$ cat src/rtl/queue_wait_controller.sv
// Customer-queue controller: debounced arrival/departure buttons drive an occupancy counter,
// and a serial restoring divider estimates ceil(SERVICE*count/tellers) for a 2-digit display.
module queue_wait_controller #(
  parameter int unsigned DEPTH           = 15,
  parameter int unsigned N_TELLER        = 3,
  parameter int unsigned SERVICE         = 3,
  parameter int unsigned DEBOUNCE_CYCLES = 1000000,
  parameter int unsigned WAIT_W          = 8,
  localparam int unsigned CNT_W          = $clog2(DEPTH + 1),
  localparam int unsigned TW_W           = $clog2(N_TELLER + 1)
) (
  input  logic                clk,
  input  logic                reset,
  input  logic                up_n,
  input  logic                down_n,
  input  logic [N_TELLER-1:0] sw,
  output logic [CNT_W-1:0]    count,
  output logic [TW_W-1:0]     tellers,
  output logic [WAIT_W-1:0]   wait_time,
  output logic [3:0]          wait_tens,
  output logic [3:0]          wait_ones,
  output logic                wait_valid,
  output logic                busy,
  output logic                no_teller,
  output logic                led_empty,
  output logic                led_full,
  output logic                err
);

  localparam int unsigned DBC_W  = $clog2(DEBOUNCE_CYCLES + 1);
  localparam int unsigned PROD_W = $clog2(SERVICE * DEPTH + N_TELLER + 1);
  localparam int unsigned DW     = PROD_W + WAIT_W;
  localparam int unsigned BIT_W  = $clog2(WAIT_W + 1);

  typedef enum logic [1:0] {StIdle, StLoad, StDivide, StDone} state_e;

  // ---------------------------------------------------------------------------
  // Button synchronisers and debouncers (bit 0 = up, bit 1 = down)
  // ---------------------------------------------------------------------------
  logic [1:0]       btn_meta_q, btn_sync_q;
  logic [1:0]       btn_db_q, btn_db_d;
  logic [DBC_W-1:0] btn_cnt_q [2];
  logic [DBC_W-1:0] btn_cnt_d [2];
  logic [1:0]       press;

  always_ff @(posedge clk or posedge reset) begin
    if (reset) begin
      btn_meta_q <= '1;
      btn_sync_q <= '1;
      btn_db_q   <= '1;
      btn_cnt_q  <= '{default: '0};
    end else begin
      btn_meta_q <= {down_n, up_n};
      btn_sync_q <= btn_meta_q;
      btn_db_q   <= btn_db_d;
      btn_cnt_q  <= btn_cnt_d;
    end
  end

  // The counter only runs while the sampled level disagrees with the accepted one,
  // so any bounce back to the accepted level restarts it from zero.
  always_comb begin
    btn_db_d     = btn_db_q;
    press        = '0;
    btn_cnt_d[0] = '0;
    btn_cnt_d[1] = '0;
    for (int i = 0; i < 2; i++) begin
      if (btn_sync_q[i] != btn_db_q[i]) begin
        if (btn_cnt_q[i] == DBC_W'(DEBOUNCE_CYCLES - 1)) begin
          btn_db_d[i] = btn_sync_q[i];
          press[i]    = ~btn_sync_q[i];
        end else begin
          btn_cnt_d[i] = btn_cnt_q[i] + DBC_W'(1);
        end
      end
    end
  end

  // ---------------------------------------------------------------------------
  // Occupancy counter
  // ---------------------------------------------------------------------------
  logic [CNT_W-1:0] count_q, count_d;
  logic             err_q, err_d;

  always_comb begin
    count_d = count_q;
    err_d   = 1'b0;
    if (press[0] && !press[1]) begin
      if (count_q == CNT_W'(DEPTH)) begin
        err_d = 1'b1;
      end else begin
        count_d = count_q + CNT_W'(1);
      end
    end else if (press[1] && !press[0]) begin
      if (count_q == '0) begin
        err_d = 1'b1;
      end else begin
        count_d = count_q - CNT_W'(1);
      end
    end
  end

  always_ff @(posedge clk or posedge reset) begin
    if (reset) begin
      count_q <= '0;
      err_q   <= 1'b0;
    end else begin
      count_q <= count_d;
      err_q   <= err_d;
    end
  end

  // ---------------------------------------------------------------------------
  // Teller switches: synchronise, then registered popcount
  // ---------------------------------------------------------------------------
  logic [N_TELLER-1:0] sw_meta_q, sw_sync_q;
  logic [TW_W-1:0]     tellers_q, tellers_d;

  always_comb begin
    tellers_d = '0;
    for (int i = 0; i < int'(N_TELLER); i++) begin
      tellers_d = tellers_d + TW_W'(sw_sync_q[i]);
    end
  end

  always_ff @(posedge clk or posedge reset) begin
    if (reset) begin
      sw_meta_q <= '0;
      sw_sync_q <= '0;
      tellers_q <= '0;
    end else begin
      sw_meta_q <= sw;
      sw_sync_q <= sw_meta_q;
      tellers_q <= tellers_d;
    end
  end

  // ---------------------------------------------------------------------------
  // Wait-time divider FSM
  // ---------------------------------------------------------------------------
  state_e            state_q, state_d;
  logic [CNT_W-1:0]  op_cnt_q, op_cnt_d;
  logic [TW_W-1:0]   op_tel_q, op_tel_d;
  logic [WAIT_W-1:0] div_q, div_d;
  logic [WAIT_W-1:0] quo_q, quo_d;
  logic [TW_W-1:0]   rem_q, rem_d;
  logic              ovf_q, ovf_d;
  logic [BIT_W-1:0]  bit_q, bit_d;
  logic [WAIT_W-1:0] wait_q, wait_d;
  logic              no_teller_q, no_teller_d;

  logic              ops_differ;
  logic [DW-1:0]     dividend;
  logic [TW_W:0]     trial;
  logic              trial_ge;

  assign ops_differ = {count_q, tellers_q} != {op_cnt_q, op_tel_q};
  // Adding (tellers-1) before dividing turns the floor division into a ceiling.
  assign dividend   = DW'(SERVICE) * DW'(op_cnt_q) + DW'(op_tel_q) - DW'(1);
  assign trial      = {rem_q, div_q[WAIT_W-1]};
  assign trial_ge   = trial >= {1'b0, op_tel_q};

  always_comb begin
    state_d     = state_q;
    op_cnt_d    = op_cnt_q;
    op_tel_d    = op_tel_q;
    div_d       = div_q;
    quo_d       = quo_q;
    rem_d       = rem_q;
    ovf_d       = ovf_q;
    bit_d       = bit_q;
    wait_d      = wait_q;
    no_teller_d = no_teller_q;
    unique case (state_q)
      StIdle: begin
        if (ops_differ) begin
          state_d  = StLoad;
          op_cnt_d = count_q;
          op_tel_d = tellers_q;
        end
      end
      StLoad: begin
        if (op_tel_q == '0) begin
          state_d     = StDone;
          wait_d      = '1;
          no_teller_d = 1'b1;
        end else if (op_cnt_q == '0) begin
          state_d     = StDone;
          wait_d      = '0;
          no_teller_d = 1'b0;
        end else begin
          // Bits above WAIT_W seed the remainder; if they already reach the divisor the
          // quotient cannot fit and the result saturates.
          state_d = StDivide;
          ovf_d   = (dividend >> WAIT_W) >= DW'(op_tel_q);
          rem_d   = TW_W'(dividend >> WAIT_W);
          div_d   = dividend[WAIT_W-1:0];
          quo_d   = '0;
          bit_d   = '0;
        end
      end
      StDivide: begin
        div_d = div_q << 1;
        quo_d = {quo_q[WAIT_W-2:0], trial_ge};
        rem_d = trial_ge ? TW_W'(trial - {1'b0, op_tel_q}) : TW_W'(trial);
        bit_d = bit_q + BIT_W'(1);
        if (bit_q == BIT_W'(WAIT_W - 1)) begin
          state_d     = StDone;
          wait_d      = ovf_q ? '1 : {quo_q[WAIT_W-2:0], trial_ge};
          no_teller_d = 1'b0;
        end
      end
      StDone: begin
        if (ops_differ) begin
          state_d  = StLoad;
          op_cnt_d = count_q;
          op_tel_d = tellers_q;
        end else begin
          state_d = StIdle;
        end
      end
      default: state_d = StIdle;
    endcase
  end

  always_ff @(posedge clk or posedge reset) begin
    if (reset) begin
      state_q     <= StIdle;
      op_cnt_q    <= '0;
      op_tel_q    <= '0;
      div_q       <= '0;
      quo_q       <= '0;
      rem_q       <= '0;
      ovf_q       <= 1'b0;
      bit_q       <= '0;
      wait_q      <= '0;
      no_teller_q <= 1'b0;
    end else begin
      state_q     <= state_d;
      op_cnt_q    <= op_cnt_d;
      op_tel_q    <= op_tel_d;
      div_q       <= div_d;
      quo_q       <= quo_d;
      rem_q       <= rem_d;
      ovf_q       <= ovf_d;
      bit_q       <= bit_d;
      wait_q      <= wait_d;
      no_teller_q <= no_teller_d;
    end
  end

  // ---------------------------------------------------------------------------
  // Outputs
  // ---------------------------------------------------------------------------
  always_comb begin
    if (32'(wait_q) > 32'd99) begin
      wait_tens = 4'd9;
      wait_ones = 4'd9;
    end else begin
      wait_tens = 4'(32'(wait_q) / 32'd10);
      wait_ones = 4'(32'(wait_q) % 32'd10);
    end
  end

  assign count      = count_q;
  assign tellers    = tellers_q;
  assign wait_time  = wait_q;
  assign wait_valid = state_q == StDone;
  assign busy       = (state_q == StLoad) || (state_q == StDivide);
  assign no_teller  = no_teller_q;
  assign led_empty  = count_q == '0;
  assign led_full   = count_q == CNT_W'(DEPTH);
  assign err        = err_q;

endmodule

$ cat config.mk
export PLATFORM = sky130hd
export DESIGN_NAME = queue_wait_controller
export DESIGN_NICKNAME = d
export VERILOG_FILES = /design/src/rtl/queue_wait_controller.sv
export SDC_FILE = /design/constraint.sdc
export NUM_CORES = 1
export LEC_CHECK = 0
export ABC_AREA = 1
export CORE_MARGIN = 5
export CORE_UTILIZATION = 52
export CTS_CLUSTER_SIZE = 40
export DETAILED_ROUTE_END_ITERATION = 7
export HOLD_SLACK_MARGIN = 0.08
export PLACE_DENSITY = 0.8
export SYNTH_ARGS = -nofsm -noshare
export SYNTH_HDL_FRONTEND = slang
export SYNTH_SLANG_ARGS = --single-unit
$ cat constraint.sdc
create_clock -name clk -period 8.3 [get_ports clk]
set_clock_uncertainty 0.2 [all_clocks]
set_input_delay 1.66 -clock clk [delete_from_list [all_inputs] [get_ports clk]]
set_output_delay 1.66 -clock clk [all_outputs]
set_load 0.01 [all_outputs]
Word level (Yosys, flattened, before mapping)
Cells that the tools add are included.

operators by class
  multiply operators = 1
  bitwise operators = 4
  add/subtract/negate cells = 10
  equality and inequality tests = 17
  reduce and logical (&&, ||, !) cells = 20
  muxes and demuxes = 46
  div/mod/pow operators = 2
  magnitude comparators = 3

operators with widths
  cell                                                           count
  two-way mux 20 bit                                             4
  two-way mux 8 bit                                              6
  adder 20 x 1 -> 20 bit, second input constant                  2
  == test 20 bit, second input constant                          2
  divider 8 x 4 -> 32 bit, second input constant                 1
  remainder unit 8 x 4 -> 32 bit, second input constant          1
  two-way mux 4 bit                                              8
  one-hot mux 8 bit (2 select lines)                             2
  two-way mux 1 bit                                              14
  two-way mux 7 bit                                              2
  one-hot mux 7 bit (2 select lines)                             1
  AND reduction 3 bit                                            4
  two-way mux 2 bit                                              5
  != test 2 bit, second input constant                           5
  adder 4 x 1 -> 4 bit, second input constant                    2
  greater-than comparator 8 x 7 -> 1 bit, second input constant  1
  zero test 4 bit                                                2
  one-hot mux 2 bit (4 select lines)                             1
  one-hot mux 4 bit (2 select lines)                             1
  AND reduction 2 bit                                            4
  subtractor 7 x 1 -> 8 bit, second input constant               1
  adder 6 x 2 -> 7 bit                                           1
  >= comparator 6 x 2 -> 1 bit                                   1
  multiplier 2 x 4 -> 6 bit, first input constant                1
  other kinds (22)                                               31

storage, ports and cells
  output and inout port bits = 28
  input port bits = 7
  bits in registers = 98

Depth between registers and ports, before layout
Gate-level depths: netlist of the first run.

  word-level depth = 7
  gate-level depth with buffers = 25
  mapped depth without buffers = 25

Least setup slack after synthesis of the first run
OpenSTA, ideal clock, no wires.

  path kind = register to output
  start = reg wait_q[6], in the netlist wait_time[6]
  end = out wait_ones[1]
  arrival time = 2.710 ns
  path slack = 3.730 ns
  stages on the path, launching flop included = 23
  cells stage by stage = dfrtp_1 > inv_2 > nand2_2 > ha_1 > o21ai_2 > nand2_2 > nor2_4 > nand2_2 > nand2_2 > clkinv_2 > nand2_4 > nand3_1 > nand2_2 > inv_2 > nand2_4 > nand3_2 > nand2_1 > nand2_2 > o21ai_4 > nand3_2 > nand2_1 > nand2_1 > nor2_1

between the ends
  cells in the longest elaborated chain, start to end = 2
  elaborated cells between the ends (all ways) = 3
  those cells by class = div: 1; order compare: 1; mux: 1

RTL lines
  item                                                                                             line      source
  start: declaration                                                                               149       logic [WAIT_W-1:0] wait_q, wait_d;
  start signal: assignment                                                                         247       wait_q <= wait_d;
  remainder unit 8 x 4 -> 32 bit / greater-than comparator 8 x 7 -> 1 bit (equally long branches)  261, 256
  two-way mux 4 bit *                                                                              256       if (32'(wait_q) > 32'd99) begin
  end: declaration                                                                                 21        output logic [3:0] wait_ones,

Every way passes the cells marked *; elsewhere a longest branch is shown, timed or not.

Worst setup path after layout of the first run
Ends and elaborated chain as after synthesis.

==> run metrics, run 1 <==
drt first-iter violations=314; kind of critical path=reg2out; hold depth=0; number of placement rows=38; worst reg2reg startpoint=state_q[0]$_DFFE_PP0P_; vias per cell=between 5 and 6; worst hold endpoint=sw_sync_q[2]$_DFF_PP0_; worst slack at placement=3000 ps; worst reg-to-reg path cell count=8; setup TNS=0 ps; CP Depth=24; Worst Setup Start Kind=register; Hold WC Path Type=reg2reg; vias=~4700; PortBufs=34; Mapped Cells=701; Synth top area share=about two fifths; Clk Latency, worst-skew pair=approximately 360 ps; Area contributors post-synth=dfrtp_1 40%, nand2_1 8.7%, inv_1 6.8%; Syn. warnings=0; H-tree levels=3; CP endpoint kind=output pin; crit-path max FO=8; slowest stage delay, CP=roughly 540 ps; Worst R2R Setup Slack=4600 ps; CTS Sinks=98; post-synth cell types=50; Syn Nets=740; Area Growth Syn to Fin=12.2%; Setup violations, final=0; Post-Syn Area=5700 µm²; fmax=174 MHz; ratio of cells with drive above 1 in the final layout=8.49%; Period Utilization, post-route=roughly 69%; TritonCTS Buffers=9; Fillers=approximately 950; Critical path buffers and inverters=4; Yosys reg bits=between 90 and 100; Reg clk slew, reported paths=90 ps; GPL Wtd Cong=about 0.85; CP Cell Sequence=inv_2 > nand2_2 > ha_1 > inv_1 > a21oi_2 > nor2_2 > nand2_1 > nand2_1 > nand2_2 > clkinv_2 > nand2_4 > nand3_2 > nand2_1 > nand2_1 > nor2_2 > nand2_1 > nand3_1 > nand4_1 > nor2_4 > nand3_2 > nand2_1 > nand2_1 > nor2_1 > clkdlybuf4s50_1; Final min period=about 5700 ps; die width=between 100 and 150 µm; Critical Path Most Common Cell=nand2_1; I/O pin cnt=35; Wirelength per Cell=approximately 13 µm; Hold Vio Cnt, Final=0; Final Max Tran Viols=0; Die Ht=115 µm; Final Core Density=59.2%; R2R Path End=bit_q[3]$_DFFE_PP0P_; ant diodes=0; Core Region=10800 µm²; Initial Util=approximately 53%; Worst EP arrival=between 3000 and 4000 ps; antenna violations before repair=0; first-pass GRT wire length=between 20000 and 25000 µm; RSZ-0062 raised after global routing=false; register area share after synthesis=approximately 43%; hold path start=sw_meta_q[2]$_DFF_PP0_; cts repair resizes=0; WL final=around 11000 µm; pwr/cell area=~380 nW/µm²; DR DRC count=0; Least-Margin Pin Slew=roughly 1100 ps; cell family with most CP delay=simple AND/OR/NAND/NOR gates; Yosys top cell by area=dfrtp_1; Clock Tree Root=clkbuf_8; Worst VDD drop=~0.47 mV; grt ovf=0; drt pass-1 iters=6; DP Wirelength=roughly 8600 µm; Critical Path RT=~6400 ps; CTS max path bufs=2; Lkg Pwr=about 3.0 nW; number of global-route vias before repair=between 4000 and 5000; ANT nets after route=0; post-route setup slack=between 2000 and 3000 ps; gr usage total=a little under a fifth; CTS tree=yes; max_slew headroom=29.5%; Final Hold Slack=approximately 160 ps; status=complete, no violations; slowest CP cell=clkdlybuf4s50_1; full die area=approximately 13000 µm²; fin nets=about 780; largest net degree at the start of global routing=60; Max Cap Viol=0; sequential cell area=about 2500 µm²; Setup Fix Bufs, Post-CTS=0; multi-input gate area in the final layout=around 2800 µm²; Avg Inst Size Synth=8.13 µm²; # hold bufs at CTS=0
==> per-layer routing <==
metal / vias to the layer above / wire (µm) / global-route usage, %
met2: 108 / 5600 / 32.6
met5: - / 0 / 0
met3: 25 / 395 / 2.11
met1: 2221 / 5160 / 22.9
met4: 0 / 256 / 7.21
li1: 2362 / - / -
==> cells in the mapped netlist, drive strengths merged <==
cell,count
a2111oi,2
a211oi,5
a21boi,1
a21oi,35
a22o,1
a22oi,1
a31oi,6
and3,3
buf,1
clkbuf,9
clkinv,2
dfrtp,92
dfstp,6
fa,4
ha,28
inv,112
mux2i,3
nand2,143
nand3,49
nand3b,2
nand4,14
nor2,69
nor3,19
nor3b,5
nor4,6
o211a,1
o211ai,1
o21a,2
o21ai,52
o221ai,2
o22a,1
o22ai,3
o31ai,1
or4,1
xnor2,10
xor2,9
==> report_power, final <==
| part | internal (mW) | switching, mW |
|---|---|---|
| logic | 0.574 | 0.920 |
| clock network | 0.170 | 0.161 |
| registers | 0.551 | 0.0758 |
| total | 1.30 | 1.16 |
==> state kept, by name (all words and copies together), names as in the netlist, 2 cells and up <==
| name | count |
|---|---|
| sw_meta_q | 3 |
| tellers | 2 |
| btn_sync_q | 2 |
| op_cnt_q | 4 |
| wait_time | 8 |
| btn_cnt_q | 40 |
| sw_sync_q | 3 |
| quo_q | 7 |
| bit_q | 4 |
| op_tel_q | 2 |
| state_q | 2 |
| btn_meta_q | 2 |
| count | 4 |
| btn_db_q | 2 |
| div_q | 8 |
| rem_q | 2 |
==> stage by stage <==
step	area (µm²)	instances	power, mW
2_1_floorplan	5700	701	1.70
3_3_place_gp	6180	866	2.04
3_5_place_dp	6180	866	2.12
4_1_cts	6390	882	2.45
5_1_grt	6390	882	2.66
6_report	6390	882	2.45
==> worst reg2reg max path, delay by kind of cell (launching register included) <==
| kind | cells | cell delay [ps] |
|---|---|---|
| buf+inv | 2 | 860 |
| simple gates | 4 | 1360 |
| fa+ha+maj | 1 | 620 |
| flops | 1 | 420 |
| xor+xnor | 1 | 140 |
==> worst max-delay path by stage <==
stage                                   from      endpoint
floorplan           wait_time[6]$_DFFE_PP0P_  wait_ones[1]
global placement    wait_time[6]$_DFFE_PP0P_  wait_ones[1]
detailed placement  wait_time[6]$_DFFE_PP0P_  wait_ones[1]
CTS                 wait_time[6]$_DFFE_PP0P_  wait_ones[1]
global route        wait_time[6]$_DFFE_PP0P_  wait_ones[1]
finish              wait_time[6]$_DFFE_PP0P_  wait_ones[1]
==> final cells by class <==
cell class / count / area share [%]
Sequential cell: 98 / 38.5
Tap cell: 140 / 2.74
Clock inverter: 6 / 1.39
Clock buffer: 10 / 2.00
Timing Repair Buffer: 35 / 5.44
Inverter: 114 / 6.73
Multi-Input combinational cell: 479 / 43.2
==> kinds of logic after synthesis <==
| family | share of synthesized area (%) |
|---|---|
| simple gates | 25.8 |
| xor+xnor | 2.92 |
| buf+inv | 8.32 |
| mux | 0.527 |
| flops | 43.2 |
| fa+ha+maj | 7.56 |
| compound gates | 11.7 |
==> cell usage in the layout (no fill, tap or decap), types with 3 or more instances in the layout <==
| cell type | Yosys | routed |
|---|---|---|
| nor2_1 | 63 | 63 |
| a31oi_1 | 6 | 6 |
| nand3_2 | 6 | 6 |
| o22ai_1 | 3 | 3 |
| nand3_1 | 42 | 42 |
| dfstp_2 | 6 | 6 |
| clkbuf_8 | 0 | 9 |
| and3_1 | 3 | 3 |
| xnor2_1 | 10 | 10 |
| o21ai_0 | 50 | 50 |
| clkdlybuf4s50_1 | 0 | 34 |
| clkinv_2 | 1 | 3 |
| dfrtp_1 | 92 | 92 |
| nor3b_1 | 5 | 5 |
| a211oi_1 | 5 | 5 |
| xor2_1 | 9 | 9 |
| inv_2 | 9 | 9 |
| fa_1 | 4 | 4 |
| a21oi_1 | 33 | 33 |
| mux2i_1 | 3 | 3 |
| nor2_2 | 4 | 4 |
| inv_1 | 103 | 102 |
| nor3_1 | 18 | 18 |
| nor4_1 | 6 | 6 |
| ha_1 | 28 | 28 |
| nand4_1 | 14 | 14 |
| nand2_2 | 9 | 9 |
| nand2_1 | 132 | 132 |
Power figures use the tool's default switching activity.
==> run 2, diff against run 1 <==
--- a/config.mk
+++ b/config.mk
@@ -11,7 +11,7 @@
 export CTS_CLUSTER_SIZE = 40
 export DETAILED_ROUTE_END_ITERATION = 7
 export HOLD_SLACK_MARGIN = 0.08
-export PLACE_DENSITY = 0.8
+export PLACE_DENSITY = 0.83
 export SYNTH_ARGS = -nofsm -noshare
 export SYNTH_HDL_FRONTEND = slang
 export SYNTH_SLANG_ARGS = --single-unit
==> constraint.sdc (replaced) <==
create_clock -name clk -period 5 [get_ports clk]
set_clock_uncertainty 0.2 [all_clocks]
set_input_delay 1 -clock clk [delete_from_list [all_inputs] [get_ports clk]]
set_output_delay 1 -clock clk [all_outputs]
set_load 0.01 [all_outputs]
==> run 2 against run 1 <==
  * Sequential power rose by 66%
  * Combinational power is 73% higher
  * Setup slack lost 2300 ps
  * Hold slack lost 2.9 ps
  * Clock power up 78%
  * Via count up 2.7%
  * Critical path type unchanged
==> run metrics, run 2 (synthesized netlist as in run 1, its figures left out) <==
DP Wirelength=between 8000 and 9000 µm; kind of critical path=reg2out; worst reg2reg startpoint=op_cnt_q[0]$_DFFE_PP0P_; number of placement rows=38; Area Growth Syn to Fin=14.0%; Critical Path RT=roughly 3800 ps; Hold WC Path Type=reg2reg; DR DRC count=0; drt pass-1 iters=6; commonest non-fill, non-tap cell in the layout=nand2_1; RSZ-0062 raised after global routing=false; first-pass GRT wire length=20800 µm; Reg clk slew, reported paths=90 ps; full die area=13100 µm²; Die Ht=roughly 110 µm; hold depth=0; die width=about 110 µm; Clock Tree Root=clkbuf_8; CTS Sinks=roughly 100; H-tree levels=3; largest net degree at the start of global routing=54; Hold Vio Cnt, Final=0; total design power=~4.2 mW; Period Utilization, post-route=a little over nine tenths; antenna violations before repair=0; drt first-iter violations=370; crit-path max FO=6; Lkg Pwr=roughly 3 nW; CP endpoint kind=output pin; GPL Wtd Cong=~0.87; Top reg by flops=btn_cnt_q; Worst EP arrival=~3600 ps; Max Cap Viol=0; fmax=about 210 MHz; hold path start=sw_meta_q[0]$_DFF_PP0_; vias per cell=about 5.5; TritonCTS Buffers=9; pwr/cell area=between 600 and 700 nW/µm²; PortBufs=34; commonest cells after routing, fill and taps aside=132 x nand2_1, 102 x inv_1, 89 x dfrtp_1; Initial Util=between 50% and 60%; I/O pin cnt=35; Final min period=approximately 4800 ps; status=complete, no violations; fin nets=around 780; Least-Margin Pin Slew=883 ps; R2R Path End=ovf_q$_DFFE_PP0P_; setup TNS=0 ps; WL final=11800 µm; Core Region=about 11000 µm²; max FFs per register=40; gr usage total=19.1%; Setup violations, final=0; vias=about 4800; max_slew headroom=41.0%; Worst R2R Setup Slack=1680 ps; CTS max path bufs=2; Final Max Tran Viols=0; CTS tree=yes; ratio of cells with drive above 1 in the final layout=roughly a tenth; worst reg-to-reg path cell count=17; ant diodes=0; number of global-route vias before repair=slightly below 5000; Worst Setup Start Kind=register; ANT nets after route=0; Wirelength per Cell=around 13 µm; worst hold endpoint=sw_sync_q[0]$_DFF_PP0_; Clk Latency, worst-skew pair=around 380 ps; Worst VDD drop=0.856 mV; grt ovf=0
## run 2: worst max-delay path: stages (launching register included)
cell             delay [ps]
dfrtp_2                 440
inv_4                    90
nand2_4                  90
ha_4                    280
inv_1                    60
a21oi_4                 170
nor2_2                   50
nand2_1                 120
nand2_1                 120
nand2_1                 130
xor2_1                  160
nand2_1                  80
nand2_2                  80
inv_2                    50
nand2_4                  80
nand3_2                 100
nand2_1                  70
nand2_1                  80
inv_2                    80
o21ai_4                  70
nand3_2                 100
nand3_1                  70
nand2_1                  60
clkdlybuf4s50_1         530
## run 2: how the worst max path moves through the flow
stage                    to                      from  slack (ps)
2_1_floorplan  wait_ones[1]  wait_time[6]$_DFFE_PP0P_        1090
3_3_place_gp   wait_ones[1]  wait_time[6]$_DFFE_PP0P_         570
3_5_place_dp   wait_ones[1]  wait_time[6]$_DFFE_PP0P_         360
4_1_cts        wait_ones[1]  wait_time[5]$_DFFE_PP0P_          10
5_1_grt        wait_ones[3]  wait_time[5]$_DFFE_PP0P_          10
6_report       wait_ones[3]  wait_time[5]$_DFFE_PP0P_         250
## run 2: repair_timing
action | in CTS | in global routing
endpoints found under the setup margin | 2 | 4
cloned | 0 | 0
hold buffers | 0 | 0
gates resized for setup | 2 | 8
pin swaps | 1 | 1
hold endpoints to repair | 0 | 0
buffers inserted | 2 | 2
## run 2: report_power, final
group	internal [mW]	switching, mW
Combinational	1.01	1.57
Clock	0.302	0.287
Sequential	0.917	0.123
## run 2: area by class of cell
| cell class | instances | area [µm²] |
|---|---|---|
| Clock buffer | 10 | 138 |
| Sequential cell | 98 | 2460 |
| Multi-Input combinational cell | 479 | 2790 |
| Clock inverter | 6 | 95.1 |
| Fill cell | 907 | 4300 |
| Inverter | 114 | 435 |
| Tap cell | 140 | 175 |
| Timing Repair Buffer | 41 | 398 |
## run 2: per-stage QoR
step / setup slack, ps / area (µm²) / util (%) / instances / hold WS (ps)
after floorplan: 1090 / 5700 / - / 701 / 131
final: 247 / 6490 / 60.2 / 888 / 155
after detailed placement: 356 / 6190 / 57.4 / 868 / 135
after global routing: 14.2 / 6490 / 60.2 / 888 / 166
after CTS: 14.4 / 6440 / 59.7 / 886 / 157
after global placement: 572 / 6190 / 57.4 / 868 / 133
## run 2: layer usage
metal  vias up  track usage, %  wire (µm)
li1       2382               -          -
met1      2295            23.5       5080
met2       136            33.0       5850
met3        31            3.54        616
met4         0            7.28        235
met5         -               0          0
